**config.mk**
```make
export PLATFORM = sky130hd
export DESIGN_NAME = shift_register_universal_flat
export DESIGN_NICKNAME = d
export VERILOG_FILES = /design/src/rtl/shift_register_universal_if.sv /design/src/rtl/shift_register_universal.sv /design/src/flat_wrapper.sv
export SDC_FILE = /design/constraint.sdc
export NUM_CORES = 1
export LEC_CHECK = 0
export CAP_MARGIN = 15
export CORE_UTILIZATION = 48
export DETAILED_ROUTE_END_ITERATION = 7
export PLACE_DENSITY_LB_ADDON = 0.12
export SYNTH_ARGS = -nofsm -noshare
export SYNTH_HDL_FRONTEND = slang
export SYNTH_SLANG_ARGS = --single-unit
```
**constraint.sdc**
```tcl
create_clock -name clk_i -period 2.1 [get_ports clk_i]
set_input_delay 0.315 -clock clk_i [delete_from_list [all_inputs] [get_ports clk_i]]
set_output_delay 0.315 -clock clk_i [all_outputs]
set_load 0.02 [all_outputs]
```
**src/rtl/shift_register_universal_if.sv**
```systemverilog
// Control/data bundle for shift_register_universal: requests, operands and results.
// The master side drives requests; the slave side (the register) returns state.
interface shift_register_universal_if #(
  parameter int unsigned WIDTH   = 8,
  parameter int unsigned SHAMT_W = 3
);
  logic [WIDTH-1:0]   d;
  logic               load;
  logic               shift;
  logic               start;
  logic [1:0]         mode;
  logic [SHAMT_W-1:0] shamt;
  logic               shift_in;
  logic [WIDTH-1:0]   q;
  logic               shift_out;
  logic               busy;
  logic               done;

  modport master (
    output d, load, shift, start, mode, shamt, shift_in,
    input  q, shift_out, busy, done
  );

  modport slave (
    input  d, load, shift, start, mode, shamt, shift_in,
    output q, shift_out, busy, done
  );
endinterface

```
**src/rtl/shift_register_universal.sv**
```systemverilog
// Universal shift register: parallel load, single-step shift and a sequenced
// shift-by-N with start/busy/done, in four modes (lsl, lsr, rol, asr).
module shift_register_universal #(
  parameter int unsigned WIDTH   = 8,
  parameter int unsigned SHAMT_W = 3
) (
  input  logic                          clk_i,
  input  logic                          rst_ni,
  shift_register_universal_if.slave     bus
);

  typedef enum logic [0:0] {StIdle, StShift} state_e;

  if ((WIDTH < 2) || ((2 ** SHAMT_W) < WIDTH)) begin : g_param_check
    $error("shift_register_universal: WIDTH must be >= 2 and SHAMT_W >= clog2(WIDTH)");
  end

  state_e             state_q, state_d;
  logic [WIDTH-1:0]   q_q, q_d;
  logic               so_q, so_d;
  logic               busy_q, busy_d;
  logic               done_q, done_d;
  logic [1:0]         mode_q, mode_d;
  logic [SHAMT_W-1:0] remaining_q, remaining_d;

  // Result of one step: {bit shifted out, new register value}.
  function automatic logic [WIDTH:0] step(input logic [WIDTH-1:0] q,
                                          input logic [1:0]       m,
                                          input logic             sin);
    logic [WIDTH:0] res;
    res = {1'b0, q};
    unique case (m)
      2'b00:   res = {q[WIDTH-1], q[WIDTH-2:0], sin};
      2'b01:   res = {q[0], sin, q[WIDTH-1:1]};
      2'b10:   res = {q[WIDTH-1], q[WIDTH-2:0], q[WIDTH-1]};
      default: res = {q[0], q[WIDTH-1], q[WIDTH-1:1]};
    endcase
    return res;
  endfunction

  logic [WIDTH:0] live_step;
  logic [WIDTH:0] seq_step;

  assign live_step = step(q_q, bus.mode, bus.shift_in);
  assign seq_step  = step(q_q, mode_q, bus.shift_in);

  always_comb begin
    state_d     = state_q;
    q_d         = q_q;
    so_d        = so_q;
    busy_d      = busy_q;
    done_d      = 1'b0;
    mode_d      = mode_q;
    remaining_d = remaining_q;

    unique case (state_q)
      StIdle: begin
        if (bus.load) begin
          q_d = bus.d;
        end else if (bus.start) begin
          mode_d = bus.mode;
          if (bus.shamt == '0) begin
            done_d = 1'b1;
          end else begin
            remaining_d = bus.shamt;
            state_d     = StShift;
            busy_d      = 1'b1;
          end
        end else if (bus.shift) begin
          q_d  = live_step[WIDTH-1:0];
          so_d = live_step[WIDTH];
        end
      end
      StShift: begin
        // Request inputs are deliberately ignored here; only shift_in is live.
        q_d         = seq_step[WIDTH-1:0];
        so_d        = seq_step[WIDTH];
        remaining_d = remaining_q - {{(SHAMT_W-1){1'b0}}, 1'b1};
        if (remaining_q == {{(SHAMT_W-1){1'b0}}, 1'b1}) begin
          state_d = StIdle;
          busy_d  = 1'b0;
          done_d  = 1'b1;
        end
      end
      default: begin
        state_d = StIdle;
        busy_d  = 1'b0;
      end
    endcase
  end

  always_ff @(posedge clk_i or negedge rst_ni) begin
    if (!rst_ni) begin
      state_q     <= StIdle;
      q_q         <= '0;
      so_q        <= 1'b0;
      busy_q      <= 1'b0;
      done_q      <= 1'b0;
      mode_q      <= 2'b00;
      remaining_q <= '0;
    end else begin
      state_q     <= state_d;
      q_q         <= q_d;
      so_q        <= so_d;
      busy_q      <= busy_d;
      done_q      <= done_d;
      mode_q      <= mode_d;
      remaining_q <= remaining_d;
    end
  end

  assign bus.q         = q_q;
  assign bus.shift_out = so_q;
  assign bus.busy      = busy_q;
  assign bus.done      = done_q;

endmodule

```
**src/flat_wrapper.sv**
```systemverilog
// flat-port wrapper written by rule: the top's interface ports become plain ports
module shift_register_universal_flat 
#(
  parameter int unsigned WIDTH   = 8,
  parameter int unsigned SHAMT_W = 3
)
  (clk_i, rst_ni, bus_d, bus_load, bus_shift, bus_start, bus_mode, bus_shamt, bus_shift_in, bus_q, bus_shift_out, bus_busy, bus_done);
  shift_register_universal_if #(.WIDTH(WIDTH), .SHAMT_W(SHAMT_W)) bus_i ();
  input  logic clk_i;
  input  logic rst_ni;
  input wire logic [$bits(bus_i.d)-1:0] bus_d;
  input wire logic [$bits(bus_i.load)-1:0] bus_load;
  input wire logic [$bits(bus_i.shift)-1:0] bus_shift;
  input wire logic [$bits(bus_i.start)-1:0] bus_start;
  input wire logic [$bits(bus_i.mode)-1:0] bus_mode;
  input wire logic [$bits(bus_i.shamt)-1:0] bus_shamt;
  input wire logic [$bits(bus_i.shift_in)-1:0] bus_shift_in;
  output wire logic [$bits(bus_i.q)-1:0] bus_q;
  output wire logic [$bits(bus_i.shift_out)-1:0] bus_shift_out;
  output wire logic [$bits(bus_i.busy)-1:0] bus_busy;
  output wire logic [$bits(bus_i.done)-1:0] bus_done;
  assign bus_i.d = bus_d;
  assign bus_i.load = bus_load;
  assign bus_i.shift = bus_shift;
  assign bus_i.start = bus_start;
  assign bus_i.mode = bus_mode;
  assign bus_i.shamt = bus_shamt;
  assign bus_i.shift_in = bus_shift_in;
  assign bus_q = bus_i.q;
  assign bus_shift_out = bus_i.shift_out;
  assign bus_busy = bus_i.busy;
  assign bus_done = bus_i.done;
  shift_register_universal #(.WIDTH(WIDTH), .SHAMT_W(SHAMT_W)) u_core (.clk_i(clk_i), .rst_ni(rst_ni), .bus(bus_i));
endmodule
```
==> flow_metrics.env, run 1 <==
export IMPL_status="complete, no violations"
export IMPL_synth_fa_ha_area_share_pct=10.4
export IMPL_antenna_cells=0
export IMPL_synth_compound_area_share_pct=28.7
export IMPL_drt_first_pass_iters=4
export IMPL_hold_viol=0
export IMPL_io_buffers=29
export IMPL_critPathKind="primary input to register"
export IMPL_dr_first_iter_drc_count=50
export IMPL_pwr_density_cell_nw_per_um2=1340
export IMPL_ys_warn_count=0
export IMPL_tns_ns=0
export IMPL_crit_slowest_cell="clkdlybuf4s50_1"
export IMPL_ir_drop_mv=0.863
export IMPL_dieHeight_um=52.0
export IMPL_ys_ff_latch=17
export IMPL_crit_fanout=7
export IMPL_final_fill_count=182
export IMPL_power_share_clock_pct=8.6
export IMPL_syn_area_per_cell_um2=9.29
export IMPL_insertion_delay_ns=0.30
export IMPL_die_area_um2=2700
export IMPL_drive_above_1_share_pct=15.6
export IMPL_synthesis_nets=158
export IMPL_ios=30
export IMPL_initial_core_util_pct=52.7
export IMPL_setup_violations=0
export IMPL_drt_wl_total_mm=3.01
export IMPL_post_cts_buffers=0
export IMPL_path_buf_inv=2
export IMPL_grt_usage_pct=24.7
export IMPL_p_switching_uw=959
export IMPL_cts_buffer_depth=2
export IMPL_core_area_um2=2280
export IMPL_antenna_found_initial=0
export IMPL_cp_arrival_ns=2.04
export IMPL_p_sw_share_pct=44.7
export IMPL_relSlewSlack_pct=41.0
export IMPL_grt_max_degree=18
export IMPL_skew_ns=0.0138
export IMPL_grt_pass1_wl_mm=4.90
export IMPL_overflow=0
export IMPL_crit_path_max_incr_delay_ns=0.53
export IMPL_period_share_pct=90.6
export IMPL_synth_mux_area_share_pct=6.47
export IMPL_vias_per_cell=6.03
export IMPL_holdCritPathClass="primary input to asynchronous set/reset pin"
export IMPL_seq_power_share_pct=34.5
export IMPL_intPower_uw=1190
export IMPL_start_kind="primary input"
export IMPL_place_ws_ns=-0.147
export IMPL_gp_congestion=0.792
export IMPL_yosys_cell_types_count=37
export IMPL_vias=1175
export IMPL_drcViolationCount=0
export IMPL_cts_root_buf="clkbuf_4"
export IMPL_synth_xor_area_share_pct=0.731
export IMPL_finalMaxSlewViolations=0
export IMPL_combPwrFrac_pct=56.9
export IMPL_rsz0062_at_grt="false"
export IMPL_end_kind="register"
export IMPL_worst_ep_required_time_ns=2.24
export IMPL_setup_ws_ns=0.197
export IMPL_synth_top_family_by_area="compound AO/OA/AOI/OAI gates"
export IMPL_dp_hpwl_mm=2.20
export IMPL_ant_nets=0
export IMPL_yosysSeqAreaShare_pct=35.5
export IMPL_fmax_mhz=526
export IMPL_rows=17
export IMPL_rrSetupSlack_ns=0.41
export IMPL_yosys_area_share_simple_pct=11.6
export IMPL_nets=197
export IMPL_tritoncts="done"
export IMPL_post_drt_wl_per_cell_um=15.4
export IMPL_syn_to_final_growth_pct=33.1
export IMPL_numCtsBuffers=3
export IMPL_syn_area_um2=1200
export IMPL_clock_sinks=17
export IMPL_maxCapViolations=0
export IMPL_detailed_place_area_um2=1570
export IMPL_worst_path_dominant_cell_family="compound AO/OA/AOI/OAI gates"
export IMPL_syn_inst=129
export IMPL_htreeDepth=1
export IMPL_crit_chain="clkdlybuf4s50_1, inv_2, ha_1, or2_1, a22o_1, a222oi_1, a21oi_1"
export IMPL_die_width_um=52.0
export IMPL_design_area_um2=1600
export IMPL_worstMarginPinSlew_ns=0.879
export IMPL_clkTransAtPathRegs_ns=0.12
export IMPL_leakage_uw=0.000707
export IMPL_period_needed_ns=1.90
export IMPL_grt_pass1_vias=1130
-- cell usage after synthesis, drive strengths merged --
cell,count,area [um^2]
dfrtp,17,425
o21ai,14,70.1
inv,12,45.1
a21oi,10,50.1
ha,10,125
nor2,10,47.6
nand2,8,30.0
mux2,6,67.6
a222oi,5,50.1
a22o,5,43.8
buf,5,33.8
a2111oi,2,17.5
a22oi,2,15.0
a32oi,2,17.5
nand3,2,10.0
o211ai,2,15.0
o22ai,2,12.5
or3,2,12.5
a221o,1,10.0
a221oi,1,8.76
a31oi,1,6.26
and4b,1,10.0
mux2i,1,10.0
nor3b,1,7.51
nor4,1,6.26
o21ba,1,10.0
o221ai,1,8.76
o2bb2ai,1,8.76
or2,1,6.26
or3b,1,8.76
xor2,1,8.76
-- through the flow --
step	utilization (%)	hold WS, ns	total power (uW)	cells
floorplan	-	0.0194	1490	129
global placement	68.8	0.482	1920	191
detailed placement	68.8	0.497	1940	191
CTS	70.0	0.332	2140	195
global route	70.1	0.366	2310	195
finish	70.1	0.326	2140	195
-- kinds of logic after synthesis --
kind of cell,after synthesis
and+or+nand+nor,27
adders and majority gates,10
xor gates and xnor gates,1
muxes,7
DFF,17
buffers and inverters,17
AOI/OAI and AO/OA,50
-- layout make-up --
cell class / instances / area (um^2) / area share [%]
Multi-Input combinational cell: 95 / 694 / 43.5
Sequential cell: 17 / 425 / 26.7
Timing Repair Buffer: 39 / 368 / 23.1
Inverter: 12 / 45.0 / 2.82
Tap cell: 28 / 35.0 / 2.20
Clock buffer: 3 / 22.5 / 1.41
Clock inverter: 1 / 5.00 / 0.314
-- state kept, by name (all words and copies together) (netlist names) --
signal and cells:
u_core.bus.shift_out 1, u_core.bus.done 1, u_core.state_q 1, u_core.bus.busy 1, u_core.remaining_q 3, u_core.bus.q 8, u_core.mode_q 2
-- per-layer routing --
metal	up-vias	global-route usage (%)	share of wire, %
li1	564	-	-
met1	556	31.9	44
met5	-	0	0
met2	48	40.4	48
met3	7	4.09	6.0
met4	0	10.4	1.5
-- final timing paths --
kind                                        startpoint                           end  depth (start not counted)
max                                        bus_mode[1]   u_core.bus.q[5]$_DFFE_PN0P_                          7
min                                             rst_ni   u_core.bus.q[2]$_DFFE_PN0P_                          2
max reg2reg                   u_core.state_q$_DFF_PN0_   u_core.bus.q[7]$_DFFE_PN0P_                          4
min reg2reg                u_core.bus.busy$_DFFE_PN0P_   u_core.bus.busy$_DFFE_PN0P_                          2
max in group asynchronous                       rst_ni  u_core.mode_q[1]$_DFFE_PN0P_                          2
min in group clk_i                         bus_mode[0]  u_core.mode_q[0]$_DFFE_PN0P_                          3
-- power groups by stage --
stage | Clock (uW) | Sequential (uW) | Combinational [uW]
finish | 184 | 740 | 1220
global route | 200 | 766 | 1350
CTS | 189 | 733 | 1220
detailed placement | 0 | 739 | 1200
floorplan | 0 | 783 | 703
global placement | 0 | 740 | 1180
-- layout by cell type (no fill, tap or decap), types with 4 or more instances in the layout --
cell type        Yosys  layout
o21ai_1              3       4
o21ai_0             11      10
a22o_1               5       5
buf_4                1      10
a222oi_1             5       5
clkdlybuf4s50_1      0      28
mux2_2               6       6
a21oi_1             10      10
nand2_1              8       8
dfrtp_1             17      17
ha_1                10      10
inv_1               10       9
nor2_1               8       8
-- timing repair --
action                     CTS  global route
resized for setup            0             3
hold buffers                 0             0
setup endpoints to repair    0             1
Note: power is estimated with default switching activity, not from simulation.
==> inputs of run 2 (changes only) <==
CAP_MARGIN = 30   (was 15)
PLACE_DENSITY = 0.77   (was not set)
PLACE_DENSITY_LB_ADDON = not set   (was 0.12)
==> flow_metrics.env, run 2 (synthesis results as in run 1) <==
export IMPL_tritoncts="done"
export IMPL_period_share_pct=89.5
export IMPL_critPathKind="primary input to register"
export IMPL_cts_root_buf="clkbuf_4"
export IMPL_fmax_mhz=532
export IMPL_dieHeight_um=52.0
export IMPL_skew_ns=0.00217
export IMPL_numCtsBuffers=3
export IMPL_hold_viol=0
export IMPL_worstMarginPinSlew_ns=0.759
export IMPL_leakage_uw=0.000676
export IMPL_final_common_cell="clkdlybuf4s50_1"
export IMPL_clock_sinks=17
export IMPL_dp_cells=187
export IMPL_grt_pass1_wl_mm=5.34
export IMPL_instances_no_fill=191
export IMPL_status="complete, no violations"
export IMPL_setup_violations=0
export IMPL_vias=1181
export IMPL_drt_wl_total_mm=3.17
export IMPL_crit_chain="clkdlybuf4s50_1, inv_1, ha_1, or2_1, a22o_1, a222oi_1, a21oi_1"
export IMPL_relSlewSlack_pct=49.4
export IMPL_rows=17
export IMPL_end_kind="register"
export IMPL_dr_first_iter_drc_count=45
export IMPL_die_area_um2=2700
export IMPL_ios=30
export IMPL_syn_to_final_growth_pct=30.3
export IMPL_grt_pass1_vias=1177
export IMPL_rsz0062_at_grt="false"
export IMPL_gr_usage_met2_pct=47.2
export IMPL_ir_drop_mv=0.914
export IMPL_holdCritPathClass="primary input to asynchronous set/reset pin"
export IMPL_layout_common_cells="29 x clkdlybuf4s50_1, 17 x dfrtp_1, 11 x o21ai_0"
export IMPL_antenna_found_initial=0
export IMPL_busiest_layer="met2"
export IMPL_core_area_um2=2280
export IMPL_drcViolationCount=0
export IMPL_period_needed_ns=1.88
export IMPL_antenna_cells=0
export IMPL_htreeDepth=1
export IMPL_design_area_um2=1560
export IMPL_cp_arrival_ns=2.06
export IMPL_postCtsHoldBufs=0
export IMPL_detailed_place_area_um2=1540
export IMPL_vias_per_cell=6.18
export IMPL_die_width_um=52.0
export IMPL_gp_congestion=0.820
export IMPL_final_fill_count=190
export IMPL_use_met1_pct=32.4
export IMPL_initial_core_util_pct=52.7
export IMPL_nets=193
export IMPL_ant_nets=0
export IMPL_post_cts_resized=0
export IMPL_largest_register_ffs=8
export IMPL_crit_fanout=8
export IMPL_drive_above_1_share_pct=12.3
export IMPL_finalMaxSlewViolations=0
export IMPL_cts_buffer_depth=2
export IMPL_overflow=0
export IMPL_crit_path_max_incr_delay_ns=0.52
export IMPL_worst_path_dominant_cell_family="compound AO/OA/AOI/OAI gates"
export IMPL_maxCapViolations=0
export IMPL_clkTransAtPathRegs_ns=0.10
export IMPL_io_buffers=29
export IMPL_path_buf_inv=2
export IMPL_post_drt_wl_per_cell_um=16.6
export IMPL_globalRouteMet3Util_pct=4.09
export IMPL_drt_first_pass_iters=5
export IMPL_dp_hpwl_mm=2.38
export IMPL_worst_ep_required_time_ns=2.28
export IMPL_pwr_density_cell_nw_per_um2=1370
export IMPL_grt_max_degree=23
export IMPL_crit_slowest_cell="clkdlybuf4s50_1"
export IMPL_start_kind="primary input"
export IMPL_grt_usage_pct=26.9
export IMPL_post_cts_buffers=0
export IMPL_insertion_delay_ns=0.30
[run 2: cell count changes in the layout (fill, tap and decap cells not counted), sizes merged]
| cell | previous run | this run |
|---|---|---|
| clkinv | 1 | 0 |
| clkdlybuf4s50 | 28 | 29 |
| dlymetal6s2s | 1 | 0 |
| buf | 10 | 6 |
| clkbuf | 3 | 4 |
[run 2: final timing paths]
| kind | end | from | slack (ns) | depth (start not counted) |
|---|---|---|---|---|
| worst max register to register | u_core.bus.q[7]$_DFFE_PN0P_ | u_core.state_q$_DFF_PN0_ | 0.33 | 3 |
| max in group asynchronous | u_core.mode_q[0]$_DFFE_PN0P_ | rst_ni | 1.58 | 2 |
| worst min-delay path | u_core.bus.q[5]$_DFFE_PN0P_ | rst_ni | 0.33 | 2 |
| worst max-delay path | u_core.bus.q[6]$_DFFE_PN0P_ | bus_mode[1] | 0.22 | 7 |
| min in group clk_i | u_core.bus.busy$_DFFE_PN0P_ | u_core.bus.busy$_DFFE_PN0P_ | 0.53 | 2 |
| worst min register to register | u_core.bus.busy$_DFFE_PN0P_ | u_core.bus.busy$_DFFE_PN0P_ | 0.53 | 2 |
[run 2: cell type report]
type / instances / area (um^2) / share of cell area [%]
clock buffer: 4 / 26.3 / 1.68
inverter: 12 / 45.0 / 2.88
multi-input combinational: 95 / 694 / 44.5
sequential: 17 / 425 / 27.2
tap: 28 / 35.0 / 2.24
timing repair buffer: 35 / 335 / 21.5
[run 2: worst register-to-register path, stage by stage (launching register included)]
cell	delay, ns
dfrtp_1	0.85
nor2_2	0.21
a2111oi_0	0.46
a31oi_1	0.13
[run 2: per-layer routing]
| metal | vias up | wire (um) |
|---|---|---|
| met5 | - | 0 |
| met4 | 0 | 42 |
| met3 | 7 | 209 |
| met2 | 51 | 1570 |
| met1 | 569 | 1350 |
| li1 | 554 | - |
[run 2: stage by stage]
step / power (uW) / setup WS, ns / hold slack (ns) / TNS (ns) / utilization, %
4_1_cts: 2130 / 0.217 / 0.335 / 0 / 68.6
3_5_place_dp: 1940 / -0.0911 / 0.505 / -0.394 / 67.5
2_1_floorplan: 1490 / 0.505 / 0.0194 / 0 / -
3_3_place_gp: 1900 / -0.0503 / 0.478 / -0.112 / 67.5
6_report: 2130 / 0.220 / 0.329 / 0 / 68.6
5_1_grt: 2300 / 0.108 / 0.376 / 0 / 68.6
[run 2: report_power, final]
part	internal (uW)	leakage [uW]	total (uW)	switching, uW
logic	607	0.000457	1190	581
registers	493	0.000204	761	268
clock network	74.0	0.0000150	184	110
total	1170	0.000676	2130	960
==> inputs of run 3 (changes only) <==
GPL_ROUTABILITY_DRIVEN = 0   (was not set)
HOLD_SLACK_MARGIN = 0.06   (was not set)
==> results of run 3 <==
The final DEF is identical to that of run 2; final timing and power are the same.
